**src/rtl/main_memory_responder.sv**
```systemverilog
// main_memory_responder
//   Single-clock word memory (DEPTH = 2**DEPTH_LOG2 x 16 bits) serving a core
//   through two ports. The instruction port is read-only. The data port can
//   read and write. After reset the block sweeps every word to zero (CLEAR),
//   then serves accesses (RUN).
//
//   Both read ports are registered. An address presented before a rising edge
//   is captured on that edge, and its word appears on the output just after
//   that edge. Reads are write-first: a read of the word being stored on the
//   same edge returns the new store data.
//
//   Addresses with any bit set above the memory range are out of range. Such
//   a read returns zero and such a write is dropped. Each out-of-range port in
//   a RUN cycle adds one to a saturating 8-bit counter.
//
// Ports
//   clk                           rising-edge clock
//   rst_n                         asynchronous active-low reset
//   address_from_instruction_port instruction-fetch word address
//   data_to_instruction_port      instruction word (registered)
//   address_from_core             data-access word address
//   data_from_core                store data
//   write_en_from_core            store strobe
//   data_to_core                  load data (registered)
//   ready                         high once the CLEAR sweep has finished
//   out_of_range_count            saturating count of out-of-range accesses
module main_memory_responder #(
  parameter int DEPTH_LOG2 = 8
) (
  input  logic        clk,
  input  logic        rst_n,
  input  logic [15:0] address_from_instruction_port,
  output logic [15:0] data_to_instruction_port,
  input  logic [15:0] address_from_core,
  input  logic [15:0] data_from_core,
  input  logic        write_en_from_core,
  output logic [15:0] data_to_core,
  output logic        ready,
  output logic [7:0]  out_of_range_count
);

  localparam int DEPTH = 1 << DEPTH_LOG2;

  localparam logic [0:0] ST_CLEAR = 1'b0;
  localparam logic [0:0] ST_RUN   = 1'b1;

  logic [0:0]            state;
  logic [DEPTH_LOG2-1:0] clear_ptr;
  logic [15:0]           mem [DEPTH];

  // An address is valid only when every bit above the index field is zero,
  // so out-of-range accesses never alias onto a real word.
  function automatic logic in_range(input logic [15:0] a);
    return (a >> DEPTH_LOG2) == 16'h0000;
  endfunction

  // Add 0..2 to the counter, clamping at all-ones instead of wrapping.
  function automatic logic [7:0] sat_add_cnt(input logic [7:0] c,
                                             input logic [1:0] inc);
    logic [8:0] s;
    s = {1'b0, c} + {7'b0, inc};
    return s[8] ? 8'hFF : s[7:0];
  endfunction

  logic                  instr_ok;
  logic                  core_ok;
  logic                  wr_fire;
  logic [DEPTH_LOG2-1:0] instr_idx;
  logic [DEPTH_LOG2-1:0] core_idx;
  logic [1:0]            oor_inc;
  logic [15:0]           instr_rd_nxt;
  logic [15:0]           core_rd_nxt;

  assign instr_ok  = in_range(address_from_instruction_port);
  assign core_ok   = in_range(address_from_core);
  assign instr_idx = address_from_instruction_port[DEPTH_LOG2-1:0];
  assign core_idx  = address_from_core[DEPTH_LOG2-1:0];
  assign wr_fire   = (state == ST_RUN) && write_en_from_core && core_ok;
  assign oor_inc   = {1'b0, ~instr_ok} + {1'b0, ~core_ok};

  // Read-data selection ahead of the output registers. A store on this edge
  // bypasses the array so both ports see the new data (write-first).
  always_comb begin
    instr_rd_nxt = 16'h0000;
    core_rd_nxt  = 16'h0000;
    if (state == ST_RUN) begin
      if (instr_ok) begin
        if (wr_fire && (address_from_instruction_port == address_from_core))
          instr_rd_nxt = data_from_core;
        else
          instr_rd_nxt = mem[instr_idx];
      end
      if (core_ok) begin
        if (wr_fire)
          core_rd_nxt = data_from_core;
        else
          core_rd_nxt = mem[core_idx];
      end
    end
  end

  // Storage array: no reset on the contents. Writes are suppressed while
  // rst_n is low, so a store in flight when reset hits is discarded. The
  // CLEAR sweep is the only thing that zeroes the array.
  always_ff @(posedge clk) begin
    if (rst_n) begin
      if (state == ST_CLEAR)
        mem[clear_ptr] <= 16'h0000;
      else if (wr_fire)
        mem[core_idx] <= data_from_core;
    end
  end

  // Control, output registers and counter.
  always_ff @(posedge clk or negedge rst_n) begin
    if (!rst_n) begin
      state                    <= ST_CLEAR;
      clear_ptr                <= '0;
      ready                    <= 1'b0;
      data_to_core             <= 16'h0000;
      data_to_instruction_port <= 16'h0000;
      out_of_range_count       <= 8'h00;
    end else begin
      data_to_core             <= core_rd_nxt;
      data_to_instruction_port <= instr_rd_nxt;
      case (state)
        ST_CLEAR: begin
          clear_ptr <= clear_ptr + DEPTH_LOG2'(1);
          // The edge that zeroes the last word also opens the memory for use.
          if (clear_ptr == {DEPTH_LOG2{1'b1}}) begin
            state <= ST_RUN;
            ready <= 1'b1;
          end
        end
        default: begin
          out_of_range_count <= sat_add_cnt(out_of_range_count, oor_inc);
        end
      endcase
    end
  end

endmodule

```
**config.mk**
```make
export PLATFORM = sky130hd
export DESIGN_NAME = main_memory_responder
export DESIGN_NICKNAME = d
export VERILOG_FILES = /design/src/rtl/main_memory_responder.sv
export SDC_FILE = /design/constraint.sdc
export NUM_CORES = 2
export LEC_CHECK = 0
export CORE_MARGIN = 2
export CORE_UTILIZATION = 35
export DETAILED_ROUTE_END_ITERATION = 7
export PLACE_DENSITY = 0.6
export SLEW_MARGIN = 20
export SYNTH_ARGS = -nofsm -noshare
export SYNTH_HDL_FRONTEND = slang
export SYNTH_SLANG_ARGS = --single-unit
```
**constraint.sdc**
```tcl
create_clock -name clk -period 8.06 [get_ports clk]
set_clock_uncertainty 0.05 [all_clocks]
set_input_delay 2.418 -clock clk [delete_from_list [all_inputs] [get_ports clk]]
set_output_delay 2.418 -clock clk [all_outputs]
set_load 0.02 [all_outputs]
```
==> metrics.md <==
| Metric | Value |
|---|---|
| Outcome | complete, no violations |
| DRT Pass-1 Iters | 6 |
| Post-synthesis cell count | between 10k and 15k |
| Die height | 748.1 um |
| Number of flops mapped to enable cells by yosys | 4096 |
| Post-CTS Setup Inserts | 0 |
| CTS max path bufs | 4 |
| Clk slew on worst S/H paths | roughly 0.07 ns |
| Most common cell in the netlist | edfxtp_1 |
| Crit. End Element | flop |
| Die Wd | around 750 um |
| Largest net degree at the start of global routing | roughly 130 |
| CTS H-Tree Depth | 5 |
| Finished Layout Cells | 18.76k |
| Gr ovfl total | 0 |
| Cts-stage hold buffer count | 0 |
| Top_reg_cell synth | edfxtp_1 |
| Seq/Total Area, Yosys | between 60 and 70% |
| Via Count | about 130k |
| Initial antenna violation count | 120 |
| Ranking of synthesized cells by area | edfxtp_1, mux4_2, mux2i_1, o22ai_1, o221ai_1 |
| Setup slack at placement | ~0.49 ns |
| DR vias/cell | 6.733 |
| Yosys top cell area share | between 60 and 70% |
| Peak supply drop | around 0.19 mV |
| Overall Global Routing Usage | between 20% and 30% |
| Area grow syn2layout | 14.37% |
| Overall power | between 0.04 and 0.05 W |
| Core area | ~550000 sq um |
| Mapped Area | about 190000 sq um |
| Hold Path Class | reg -> reg |
| Async SR Flop Fraction | ~1.2% |
| Slew Limit Fails | 0 |
| Worst skew pair latency | approximately 1.1 ns |
| Drt initial violations | 23.25k |
| CTS tree | built |
| Worst Path Required | ~9.0 ns |
| Vias in the first global route | 120.5k |
| Avg WL per Cell | about 45 um |
| Min cycle time layout | around 6.6 ns |
| Routability congestion estimate | roughly 1 |
| Yosys reg bits | 4146 |
| Wire length of the first global-routing pass | 1117000 um |
| RSZ-0062 raised after global routing | no |
| Critical path fanouts, max | 75 |
| Dpl cells | 17.92k |
| DP HPWL | between 500000 and 600000 um |
| Final WS setup | roughly 1.4 ns |
| Initial Util | about a third |
| Post-Route WL | 846700 um |
| F_max | between 150 and 200 MHz |
| Final Setup Violations | 0 |
| Fillers | 49.08k |
| MaxCap Viol Count | 0 |
| Post-Syn Nets | approximately 11k |
| PortBufs | between 90 and 100 |
| Final period util | 82.28% |
| YS warnings | 0 |
| Final Hold Fails | 0 |
| DRC viols | 0 |
| TNS Setup | 0 ns |
| Number of core rows | around 270 |
| I/O pin cnt | between 90 and 100 |
| Synthesized area per cell | 18.41 sq um |
| Synth area leader | edfxtp_1 |
| Clock sinks | about 4.1k |
| Cell Pwr Density | roughly 210 nW/um^2 |
| Nets | ~11k |
| Worst-Margin Slew | 1.457 ns |
| Slew HR | under 10% |
| Critical path arrival | between 7 and 8 ns |
| Share of cells above drive strength 1 | between 30% and 40% |
| Die footprint | 559600 sq um |
| Clk root buf | clkbuf_16 |
| Leak | just under 60 nW |
| Crit start category | input pin |
| Crit Path Category | in -> reg |
| Synth unique cells | 87 |
| DRT antenna net count | 0 |
| PostCTS Resize Cnt | 0 |
| TritonCTS Buffers | between 400 and 500 |
| Synth cell count leaders | edfxtp_1, mux4_2, mux2i_1, nand2_1, nor2_1 |
## cell usage in the layout (no fill, tap or decap), types with 43 or more instances in the layout
cell type / netlist / final
a31oi_1: 44 / 43
o22ai_1: 382 / 382
clkbuf_1: 268 / 79
buf_4: 119 / 753
nor4_1: 54 / 45
nand2_1: 422 / 414
nor2_2: 0 / 251
nor3_1: 101 / 96
a22oi_1: 205 / 205
clkinv_1: 1 / 92
bufinv_16: 0 / 53
o221ai_1: 196 / 196
a2111oi_0: 71 / 48
o21ai_0: 163 / 144
mux4_2: 1632 / 1632
clkinv_2: 0 / 71
mux2i_1: 986 / 982
a211oi_1: 101 / 93
clkdlybuf4s50_1: 0 / 76
buf_12: 12 / 116
dfrtp_1: 50 / 50
edfxtp_1: 4096 / 4096
diode_2: 0 / 59
clkbuf_16: 0 / 425
nor2_1: 398 / 144
nand3_1: 119 / 110
a21oi_1: 186 / 183
## sequential cells by signal, summed over array words and instances (netlist names)
signal and count:
data_to_instruction_port 16, mem 4096, clear_ptr 8, data_to_core 16, ready 1, out_of_range_count 8, state 1
## power by group
| part | switching, W | leakage, nW | internal, W |
|---|---|---|---|
| clock | 0.00891 | 6.75 | 0.0114 |
| combinational | 0.00199 | 23.8 | 0.000801 |
| sequential | 0 | 29.0 | 0.0233 |
## routing by layer
metal  vias to the layer above  wire length (um)  track usage, %
met5                         -               490               0
met3                      1971            123500           10.81
met4                        54             61190           17.59
met1                     67230            301300           38.08
li1                      46220                 -               -
met2                     10800            360200           42.30
## kinds of logic after synthesis
logic type | Yosys count | share of synthesized area [%]
DFF | 4146 | 64.12
muxes | 2636 | 24.20
AOI/OAI and AO/OA | 1560 | 5.615
and+or+nand+nor | 1287 | 3.010
buffers and inverters | 870 | 2.921
xor gates and xnor gates | 26 | 0.1175
adders and majority gates | 2 | 0.01679
## stage by stage
stage          cell area, sq um  hold WS (ns)  util (%)
5_1_grt                  221500        0.5155     40.12
2_1_floorplan            193800        0.4485         -
6_report                 221600        0.4859     40.15
4_1_cts                  221400        0.4895     40.11
3_3_place_gp             207100        0.4685     37.53
3_5_place_dp             207500        0.4735     37.59
## cell type report
cell class	instances	area [sq um]	area share, %
tap	7287	9117	4.114
multi-input combinational	5511	65050	29.36
timing repair buffer	967	9021	4.071
inverter	13	71.32	0.03218
clock buffer	504	10930	4.933
antenna	59	147.6	0.06662
clock inverter	269	3010	1.358
sequential	4146	124200	56.07
## path summary, 6_finish.rpt
| path | end | slack, ns | depth (start not counted) | startpoint |
|---|---|---|---|---|
| max in group asynchronous | data_to_core[10] | 5.30 | 3 | rst_n |
| max reg2reg | mem[223][6] | 3.30 | 8 | state |
| min reg2reg | out_of_range_count[7] | 0.49 | 1 | out_of_range_count[7] |
| min in group asynchronous | data_to_core[1] | 1.23 | 1 | rst_n |
| min | out_of_range_count[7] | 0.49 | 1 | out_of_range_count[7] |
| max | data_to_instruction_port[1] | 1.43 | 10 | address_from_instruction_port[0] |
## critical path, stage by stage
cell	delay, ns
buf_16	0.51
buf_12	0.35
buf_4	0.58
mux2i_1	0.15
o22ai_1	0.36
a2bb2oi_1	0.53
o22ai_1	0.40
a311oi_1	0.87
o2111ai_1	0.62
o221ai_1	0.37
Power figures use the tool's default switching activity.
